--- src/rtl/dataflow_deadlock_monitor_if.sv ---
// Purpose : bundle of the observed dataflow-region status and the monitor report.
// Latency : n/a (signal bundle only).
// Backpres: none; the monitor is a passive observer.
// Ports   : master = testbench/region side (drives blk_vec, blk_dst, clear),
//           slave  = monitor side (drives dl_detect, dl_origin, dl_members,
//                    dl_abort, probe_busy).
interface dataflow_deadlock_monitor_if #(
  parameter int N_PROC = 3
);
  localparam int IDX_W = $clog2(N_PROC);

  logic [N_PROC-1:0]        blk_vec;
  logic [N_PROC*N_PROC-1:0] blk_dst;
  logic                     clear;
  logic                     dl_detect;
  logic [IDX_W-1:0]         dl_origin;
  logic [N_PROC-1:0]        dl_members;
  logic                     dl_abort;
  logic                     probe_busy;

  modport master (
    output blk_vec, blk_dst, clear,
    input  dl_detect, dl_origin, dl_members, dl_abort, probe_busy
  );

  modport slave (
    input  blk_vec, blk_dst, clear,
    output dl_detect, dl_origin, dl_members, dl_abort, probe_busy
  );
endinterface

--- src/rtl/dataflow_deadlock_monitor.sv ---
// Purpose : detects circular waits among N_PROC dataflow processes and reports a sticky deadlock.
// Latency : persist after STALL_THRESH blocked edges, capture one edge later (E0), confirm at E0+k.
// Backpres: none; passive monitor, never stalls the observed region.
// Ports   : clock, reset (async active-low, release expected synchronous to clock),
//           mon.blk_vec / mon.blk_dst / mon.clear in,
//           mon.dl_detect / dl_origin / dl_members / dl_abort / probe_busy out (all registered).
module dataflow_deadlock_monitor #(
  parameter int                       N_PROC       = 3,
  parameter logic [N_PROC*N_PROC-1:0] DEP_MASK     = '1,
  parameter int                       STALL_THRESH = 16,
  parameter int                       CNT_W        = $clog2(STALL_THRESH+1)
) (
  input  logic                        clock,
  input  logic                        reset,
  dataflow_deadlock_monitor_if.slave  mon
);

  localparam int IDX_W  = $clog2(N_PROC);
  localparam int ITER_W = $clog2(N_PROC+1);

  typedef enum logic [1:0] {IDLE, PROBE, REPORT} state_t;

  // Filtered wait graph and persistence
  logic [N_PROC-1:0] wait_m [N_PROC];
  logic [N_PROC-1:0] blocked_eff;
  logic [N_PROC-1:0] persist;
  logic [CNT_W-1:0]  cnt [N_PROC];

  always_comb begin
    for (int i = 0; i < N_PROC; i++) begin
      wait_m[i]      = mon.blk_dst[i*N_PROC +: N_PROC] & DEP_MASK[i*N_PROC +: N_PROC];
      blocked_eff[i] = mon.blk_vec[i] & (|wait_m[i]);
      persist[i]     = (cnt[i] == CNT_W'(STALL_THRESH));
    end
  end

  always_ff @(posedge clock or negedge reset) begin
    if (!reset) begin
      for (int i = 0; i < N_PROC; i++) cnt[i] <= '0;
    end else begin
      for (int i = 0; i < N_PROC; i++) begin
        if (mon.clear || !blocked_eff[i]) cnt[i] <= '0;
        else if (!persist[i])             cnt[i] <= cnt[i] + 1'b1;
      end
    end
  end

  // Probe FSM state
  state_t            state_q, state_n;
  logic [IDX_W-1:0]  rr_q, rr_n;
  logic [IDX_W-1:0]  origin_q, origin_n;
  logic [N_PROC-1:0] snap_q, snap_n;
  logic [N_PROC-1:0] g_q [N_PROC];
  logic [N_PROC-1:0] g_n [N_PROC];
  logic [N_PROC-1:0] r_q, r_n;
  logic [ITER_W-1:0] iter_q, iter_n;
  logic              det_q, det_n;
  logic [IDX_W-1:0]  dorg_q, dorg_n;
  logic [N_PROC-1:0] dmem_q, dmem_n;
  logic              abort_q, abort_n;
  logic              busy_q, busy_n;

  // Origin search helpers
  logic              found;
  logic [IDX_W-1:0]  sel;
  logic [IDX_W-1:0]  idx;
  int                t;

  always_comb begin
    state_n  = state_q;
    rr_n     = rr_q;
    origin_n = origin_q;
    snap_n   = snap_q;
    g_n      = g_q;
    r_n      = r_q;
    iter_n   = iter_q;
    det_n    = det_q;
    dorg_n   = dorg_q;
    dmem_n   = dmem_q;
    abort_n  = 1'b0;
    found    = 1'b0;
    sel      = '0;
    idx      = '0;
    t        = 0;

    case (state_q)
      IDLE: begin
        if (|persist) begin
          // first persistent process at or after rr_q, wrapping
          for (int k = 0; k < N_PROC; k++) begin
            t = int'(rr_q) + k;
            if (t >= N_PROC) t = t - N_PROC;
            idx = IDX_W'(t);
            if (!found && persist[idx]) begin
              found = 1'b1;
              sel   = idx;
            end
          end
          origin_n = sel;
          snap_n   = persist;
          for (int i = 0; i < N_PROC; i++)
            g_n[i] = persist[i] ? (wait_m[i] & persist) : '0;
          // origin is persistent, so its graph row is wait & snapshot
          r_n      = wait_m[sel] & persist;
          iter_n   = ITER_W'(1);
          state_n  = PROBE;
        end
      end

      PROBE: begin
        if (|(snap_q & ~persist)) begin
          // a snapshot member recovered: the graph is stale
          abort_n = 1'b1;
          rr_n    = (origin_q == IDX_W'(N_PROC-1)) ? '0 : origin_q + 1'b1;
          state_n = IDLE;
        end else if (r_q[origin_q]) begin
          det_n   = 1'b1;
          dorg_n  = origin_q;
          dmem_n  = r_q;
          state_n = REPORT;
        end else if (iter_q == ITER_W'(N_PROC)) begin
          abort_n = 1'b1;
          rr_n    = (origin_q == IDX_W'(N_PROC-1)) ? '0 : origin_q + 1'b1;
          state_n = IDLE;
        end else begin
          for (int j = 0; j < N_PROC; j++)
            if (r_q[j]) r_n = r_n | g_q[j];
          iter_n = iter_q + 1'b1;
        end
      end

      REPORT: begin
        // report is sticky until clear or reset
      end

      default: state_n = IDLE;
    endcase

    if (mon.clear) begin
      state_n  = IDLE;
      rr_n     = '0;
      origin_n = '0;
      snap_n   = '0;
      for (int i = 0; i < N_PROC; i++) g_n[i] = '0;
      r_n      = '0;
      iter_n   = '0;
      det_n    = 1'b0;
      dorg_n   = '0;
      dmem_n   = '0;
      abort_n  = 1'b0;
    end

    busy_n = (state_n == PROBE);
  end

  always_ff @(posedge clock or negedge reset) begin
    if (!reset) begin
      state_q  <= IDLE;
      rr_q     <= '0;
      origin_q <= '0;
      snap_q   <= '0;
      for (int i = 0; i < N_PROC; i++) g_q[i] <= '0;
      r_q      <= '0;
      iter_q   <= '0;
      det_q    <= 1'b0;
      dorg_q   <= '0;
      dmem_q   <= '0;
      abort_q  <= 1'b0;
      busy_q   <= 1'b0;
    end else begin
      state_q  <= state_n;
      rr_q     <= rr_n;
      origin_q <= origin_n;
      snap_q   <= snap_n;
      for (int i = 0; i < N_PROC; i++) g_q[i] <= g_n[i];
      r_q      <= r_n;
      iter_q   <= iter_n;
      det_q    <= det_n;
      dorg_q   <= dorg_n;
      dmem_q   <= dmem_n;
      abort_q  <= abort_n;
      busy_q   <= busy_n;
    end
  end

  assign mon.dl_detect  = det_q;
  assign mon.dl_origin  = dorg_q;
  assign mon.dl_members = dmem_q;
  assign mon.dl_abort   = abort_q;
  assign mon.probe_busy = busy_q;

endmodule

--- src/flat_wrapper.sv ---
// flat-port wrapper written by rule: the top's interface ports become plain ports
module dataflow_deadlock_monitor_flat 
#(
  parameter int                       N_PROC       = 3,
  parameter logic [N_PROC*N_PROC-1:0] DEP_MASK     = '1,
  parameter int                       STALL_THRESH = 16,
  parameter int                       CNT_W        = $clog2(STALL_THRESH+1)
)
  (clock, reset, mon_blk_vec, mon_blk_dst, mon_clear, mon_dl_detect, mon_dl_origin, mon_dl_members, mon_dl_abort, mon_probe_busy);
  dataflow_deadlock_monitor_if #(.N_PROC(N_PROC)) mon_i ();
  input  logic clock;
  input  logic reset;
  input wire logic [$bits(mon_i.blk_vec)-1:0] mon_blk_vec;
  input wire logic [$bits(mon_i.blk_dst)-1:0] mon_blk_dst;
  input wire logic [$bits(mon_i.clear)-1:0] mon_clear;
  output wire logic [$bits(mon_i.dl_detect)-1:0] mon_dl_detect;
  output wire logic [$bits(mon_i.dl_origin)-1:0] mon_dl_origin;
  output wire logic [$bits(mon_i.dl_members)-1:0] mon_dl_members;
  output wire logic [$bits(mon_i.dl_abort)-1:0] mon_dl_abort;
  output wire logic [$bits(mon_i.probe_busy)-1:0] mon_probe_busy;
  assign mon_i.blk_vec = mon_blk_vec;
  assign mon_i.blk_dst = mon_blk_dst;
  assign mon_i.clear = mon_clear;
  assign mon_dl_detect = mon_i.dl_detect;
  assign mon_dl_origin = mon_i.dl_origin;
  assign mon_dl_members = mon_i.dl_members;
  assign mon_dl_abort = mon_i.dl_abort;
  assign mon_probe_busy = mon_i.probe_busy;
  dataflow_deadlock_monitor #(.N_PROC(N_PROC), .DEP_MASK(DEP_MASK), .STALL_THRESH(STALL_THRESH), .CNT_W(CNT_W)) u_core (.clock(clock), .reset(reset), .mon(mon_i));
endmodule
--- config.mk ---
export PLATFORM = sky130hd
export DESIGN_NAME = dataflow_deadlock_monitor_flat
export DESIGN_NICKNAME = d
export VERILOG_FILES = /design/src/rtl/dataflow_deadlock_monitor_if.sv /design/src/rtl/dataflow_deadlock_monitor.sv /design/src/flat_wrapper.sv
export SDC_FILE = /design/constraint.sdc
export NUM_CORES = 1
export LEC_CHECK = 0
export ABC_AREA = 1
export BUFFER_PORTS_ARGS = -buffer_cell sky130_fd_sc_hd__buf_2
export CELL_PAD_IN_SITES_DETAIL_PLACEMENT = 0
export CELL_PAD_IN_SITES_GLOBAL_PLACEMENT = 1
export CORE_ASPECT_RATIO = 0.7
export CORE_MARGIN = 2
export CORE_UTILIZATION = 47
export CTS_CLUSTER_DIAMETER = 80
export DETAILED_ROUTE_END_ITERATION = 12
export PLACE_DENSITY = 0.89
export RECOVER_POWER = 50
export SLEW_MARGIN = 0
export SYNTH_ARGS = -nofsm -noshare
export SYNTH_HDL_FRONTEND = slang
export SYNTH_SLANG_ARGS = --single-unit
--- constraint.sdc ---
create_clock -name clock -period 3 [get_ports clock]
set_clock_uncertainty 0.05 [all_clocks]
set_input_delay 0.3 -clock clock [delete_from_list [all_inputs] [get_ports clock]]
set_output_delay 0.3 -clock clock [all_outputs]
set_load 0.05 [all_outputs]
Word-level counts from Yosys, hierarchy flattened
Cells that the tools add are included.
{ "totals": {"reg_bits": 46, "in_bits": 15, "output_inout_bits": 8, "word_cells": 192} }
{ "classes": {"n_addsub": 10, "magnitude_cmp": 8, "n_eq_ne": 17, "muxes": 101, "bitwise": 13, "reduce_logical": 26} }
{ "op_table": {"columns": ["cell", "count"], "rows": [
  ["$mux 3", 28],
  ["$mux 2", 37],
  ["$mux 5", 6],
  ["$mux 9", 3],
  ["$mux 1", 19],
  ["$add 5x1->5 const B", 3],
  ["$and 3x3->3", 5],
  ["$eq 5x5->1 const B", 3],
  ["$reduce_or 3->1", 5],
  ["$lt 2x3->1 const B", 4],
  ["$ne 3x3->1 const B", 3],
  ["$or 3x3->3", 3],
  ["$bmux 1 s2", 4],
  ["$ne 2x2->1 const B", 4],
  ["$reduce_bool 2->1", 4],
  ["$bmux 3 s2", 1],
  ["$eq 2x2->1 const B", 3],
  ["$ge 3x2->1 const B", 2],
  ["$ne 3x2->1 const B", 2],
  ["$pmux 2 s3", 1],
  ["$pmux 3 s2", 1],
  ["$reduce_and 3->1", 2],
  ["$reduce_bool 3->1", 2],
  ["$logic_not 1->1", 5],
  ["17 further kinds", 25]
]} }

Longest topological paths before layout
{ "depth": {"ltp_word": 27, "ltp_mapped": 16, "depth_no_buf": 16} }

Worst setup path before layout
OpenSTA, ideal clock, no wires.
{ "synth_path": {"kind": "register to register", "startpoint": "register u_core.cnt[10] (netlist name)", "endpoint": "register u_core.snap_q[1]", "setup_time_ns": 0.120, "arrival_ns": 1.623, "required_time_ns": 2.830, "path_slack_ns": 1.207, "stages_incl_launch_ff": 13, "path_buffers": 1, "synth_period_minus_slack_ns": 1.793, "path_cell_list": "dfrtp_1 > inv_1 > ha_1 > nand2_1 > inv_1 > nand2_4 > inv_4 > o31ai_4 > buf_4 > nor2_4 > inv_4 > nor2_2 > a31o_1"} }
{ "synth_via": {"elab_chain_len": 4} }
{ "synth_rtl": {"columns": ["element", "line_no", "source"], "rows": [
  ["start, declared", "dataflow_deadlock_monitor.sv:27", "logic [CNT_W-1:0] cnt [N_PROC];"],
  ["start signal, assigned by index", "dataflow_deadlock_monitor.sv:43", "else if (!persist[i]) cnt[i] <= cnt[i] + 1'b1;"],
  ["$eq 5x5->1", "dataflow_deadlock_monitor.sv:33", "persist[i] = (cnt[i] == CNT_W'(STALL_THRESH));"],
  ["$reduce_or 3->1", "dataflow_deadlock_monitor.sv:88", "if (|persist) begin"],
  ["$reduce_bool 2->1 (no source line)", null, null],
  ["$reduce_and 2->1 (no source line)", null, null],
  ["end signal, assigned", "dataflow_deadlock_monitor.sv:174", "snap_q <= snap_n;"],
  ["end, declared", "dataflow_deadlock_monitor.sv:52", "logic [N_PROC-1:0] snap_q, snap_n;"]
]} }
No other way between the ends.
A chain may end at the register's enable or synchronous reset.

Final worst setup path
{ "layout_path": {"startpoint": "register u_core.cnt[10] (netlist name)", "endpoint": "register u_core.r_q[2]"} }
{ "layout_via": {"elab_chain_len": 24, "elab_cells_between_ends": 37, "classes_between": "eq/ne (3); mux (23); bitwise (4); reduce/logical (7)"} }
{ "layout_rtl": {"columns": ["element", "line_no", "source"], "rows": [
  ["$eq 5x5->1 *", "dataflow_deadlock_monitor.sv:33", null],
  ["$bmux 1 s2", "dataflow_deadlock_monitor.sv:94", "if (!found && persist[idx]) begin"],
  ["$mux 1 (not written as such)", "dataflow_deadlock_monitor.sv:94", null],
  ["$mux 1", "dataflow_deadlock_monitor.sv:94", null],
  ["$mux 1", "dataflow_deadlock_monitor.sv:88", null],
  ["$mux 1", "dataflow_deadlock_monitor.sv:86", "case (state_q)"],
  ["$logic_not 1->1", "dataflow_deadlock_monitor.sv:94", null],
  ["$logic_and 1x1->1", "dataflow_deadlock_monitor.sv:94", null],
  ["[... 7 more ...]", null, null],
  ["$mux 2", "dataflow_deadlock_monitor.sv:86", null],
  ["$not 2->3 (not written as such)", "dataflow_deadlock_monitor.sv:104", "r_n = wait_m[sel] & persist;"],
  ["$bmux 3 s2", "dataflow_deadlock_monitor.sv:104", null],
  ["$mux 3 (not written as such) (2 in a row)", "dataflow_deadlock_monitor.sv:104", null],
  ["$and 3x3->3", "dataflow_deadlock_monitor.sv:104", null],
  ["$mux 3", "dataflow_deadlock_monitor.sv:88", null],
  ["$pmux 3 s2", "dataflow_deadlock_monitor.sv:86", null],
  ["$mux 3", "dataflow_deadlock_monitor.sv:139", "if (mon.clear) begin"],
  ["end signal, assigned", "dataflow_deadlock_monitor.sv:176", "r_q <= r_n;"],
  ["end, declared", "dataflow_deadlock_monitor.sv:55", "logic [N_PROC-1:0] r_q, r_n;"]
]} }
Every way passes the cells marked *; elsewhere a longest branch is shown, timed or not. The select of a mux whose other input is x is not followed.

==> reports/qor.yml <==
logic_synthesis:
  syn_area_per_cell_sq_um: 8.23
  synth-edff-count: 0
  synth_top_family_by_area: "simple AND/OR/NAND/NOR gates"
  syn_area_sq_mm: 0.00239
  synth_compound_area_share_pct: 12.6
  syn_nets: 314
  netlist.top_cell.by_area: "dfrtp_1"
  synthTopCellsByArea: "dfrtp_1, nand3_1, nand2_1, inv_1, ha_1"
  yosysSeqAreaShare_pct: 45.1
  yosys.area_share.simple_pct: 27.2
  async_flop_share_pct: 100
  synth_xor_area_share_pct: 2.94
  synth_mux_area_share_pct: 0
  synth.most_common_cell: "nand2_1"
  synth_adder_area_share_pct: 4.72
  ys_ff_latch: 43
  postSynthCellCount: 290
  synth_top_flop_cell: "dfrtp_1"
  yosys_warnings: 0
  synth.distinct_cells: 31
  synth.top_cell.area_share_pct: 45.1
  yosys-top-cells-count: "nand2_1, dfrtp_1, nand3_1"
job:
  drv_cap: 1
sta:
  fin_crit_sh_pct: 76.6
  max-slew-margin-rel_pct: -48.4
  hold_ws_ns: 0.221
  tightest_slew_ns: 2.23
  fmax_mhz: 435
  period_minus_slack_ns: 2.30
  setup_viol: 0
  layout_setup_ws_ns: 0.701
  final_hold_viol_count: 0
  finalSetupTns_ns: 0
  rsz0062_at_grt: "no"
  slew_violations: 44
routing:
  drc: 0
  via_per_inst: 5.25
  wl_per_cell_um: 13.4
  drt-initial-drc-count: 196
  ant_nets: 0
  drt_wl_total_um: 5160
  dr_total_vias: 2027
  drtPass1Iterations: 6
clocking:
  clock_latency_ns: 0.30
  clockBufferDepth: 2
  clkSinkCount: 43
  ctsRootBufferMaster: "clkbuf_8"
  clkSlewWorstSetupHoldPaths_ns: 0.08
  numCtsBuffers: 5
  cts_resized: 0
  post_cts_buffers: 0
  ctsHoldBuffers: 0
  cts_tree: "done"
  htreeDepth: 2
min_path:
  min_path_type: "input port to register"
  hold_end: "u_core.g_q[8]$_DFFE_PN0P_"
  min_delay_path_depth: 3
  holdCritStartpoint: "mon_blk_dst[2]"
global_route:
  grt_first_pass_wirelength_um: 9000
  gr-usage-met3_pct: 6.82
  antenna_found_initial: 0
  grt_overflow_total: 0
  grt_pass1_vias: 1879
  grtUsageMet1_pct: 32.8
  use_met2_pct: 26.6
  gr-usage-all-layers_pct: 20.6
  grt_max_degree: 44
  top_usage_layer: "met1"
die:
  row_count: 21
  initial_core_util_pct: 49.4
  coreArea_sq_mm: 0.00483
  die_w_um: 89.2
  ios: 23
  dieArea_sq_mm: 0.00567
  die_h_um: 63.6
pwr:
  peakVddDrop_mv: 0.280
  leakage_nw: 1.31
  power_mw: 1.24
  powerDensity_mw_per_mm2: 460
placed_design:
  port_buffers: 22
  dpl.hpwl_um: 3940
  dp_slack_ns: 0.749
  gp_congestion: 0.872
layout:
  area_growth_pct: 13.2
  diodes: 0
  nNetsFinal: 340
  drive_above_1_share_pct: 15.8
  fill_cells: 478
  final_util_pct: 55.8
outcome:
  status: "complete, but fails checks"
  failed_checks: "max-capacitance violations, max-slew violations"
setup_path:
  cp-end-kind: "register"
  crit_arrival_ns: 2.47
  path_max_fanout: 8
  reg2reg_slack_ns: 0.70
  timing.rr.start: "u_core.cnt[10]$_DFFE_PN0P_"
  r2r_cells: 11
  worstSetupPathType: "register to register"
  critPathLaunchType: "register"
  cp.required_ns: 3.17
  reg2reg_to: "u_core.r_q[2]$_DFFE_PN0P_"
==> routing by layer <==
layer | vias up | share of wire (%) | wire length [um]
met5 | - | 0 | 0
met4 | 0 | 1.1 | 57
met3 | 10 | 10 | 524
met2 | 96 | 38 | 1930
met1 | 910 | 51 | 2640
li1 | 1011 | - | -
==> cell usage in the layout (no fill, tap or decap), types with 3 or more instances in the layout <==
cell type / n
a21oi_1: 16
buf_2: 20
clkbuf_8: 5
dfrtp_1: 43
ha_1: 9
inv_1: 35
inv_2: 3
inv_4: 3
nand2_1: 52
nand2_2: 4
nand2_4: 3
nand3_1: 41
nor2_1: 18
nor2_2: 3
nor2_4: 3
nor3_1: 10
o21ai_0: 20
o31ai_1: 4
xnor2_1: 3
xor2_1: 5
==> report_power, final <==
part | leakage [nW] | internal, mW | total [mW] | switching [mW]
Sequential | 0.586 | 0.592 | 0.604 | 0.0121
Clock | 0.0644 | 0.332 | 0.539 | 0.207
Combinational | 0.658 | 0.0275 | 0.0984 | 0.0709
==> metrics by stage <==
stage                     cell area, sq um  std cells
after floorplan                       2390        290
after detailed placement              2570        378
after global routing                  2700        386
final                                 2700        386
after CTS                             2700        386
after global placement                2570        378
==> sequential cells by signal, indices dropped and copies added (netlist names) <==
| name | cells |
|---|---|
| u_core.cnt | 15 |
| u_core.g_q | 6 |
| u_core.mon.dl_members | 3 |
| u_core.r_q | 3 |
| u_core.snap_q | 3 |
| u_core.iter_q | 2 |
| u_core.mon.dl_origin | 2 |
| u_core.origin_q | 2 |
| u_core.rr_q | 2 |
| u_core.state_q | 2 |
| u_core.mon.dl_abort | 1 |
| u_core.mon.dl_detect | 1 |
| u_core.mon.probe_busy | 1 |
==> final cells by class <==
cell class	count	area [sq um]	share of cell area, %
tap	69	86.3	3.20
timing repair buffer	22	108	3.99
sequential	43	1080	39.9
multi-input combinational	203	1130	41.9
inverter	41	161	5.98
clock inverter	3	67.6	2.50
clock buffer	5	68.8	2.55
==> cells by family after synthesis <==
family	Yosys count
and+or+nand+nor	136
AOI/OAI and AO/OA	50
buffers and inverters	44
DFF	43
adders and majority gates	9
xor gates and xnor gates	8
==> worst max-delay path: stages (launching register included) <==
cell,delay [ns]
dfrtp_1,0.42
inv_1,0.06
ha_1,0.18
nand2_1,0.06
inv_1,0.08
nand2_4,0.10
inv_4,0.06
o31ai_4,0.47
nand2_2,0.20
o21ai_4,0.28
a21oi_1,0.07
a21oi_1,0.18
==> worst max-delay path by stage <==
stage                                     from  cells after the start                            to
global placement     u_core.cnt[0]$_DFFE_PN0P_                     12     u_core.r_q[2]$_DFFE_PN0P_
CTS                 u_core.cnt[10]$_DFFE_PN0P_                     11     u_core.r_q[2]$_DFFE_PN0P_
floorplan           u_core.cnt[10]$_DFFE_PN0P_                     12  u_core.snap_q[1]$_DFFE_PN0P_
detailed placement  u_core.cnt[10]$_DFFE_PN0P_                     11     u_core.r_q[2]$_DFFE_PN0P_
finish              u_core.cnt[10]$_DFFE_PN0P_                     11     u_core.r_q[2]$_DFFE_PN0P_
global route                             reset                      1  u_core.snap_q[1]$_DFFE_PN0P_
No activity file was read; power rests on OpenSTA's default activity.
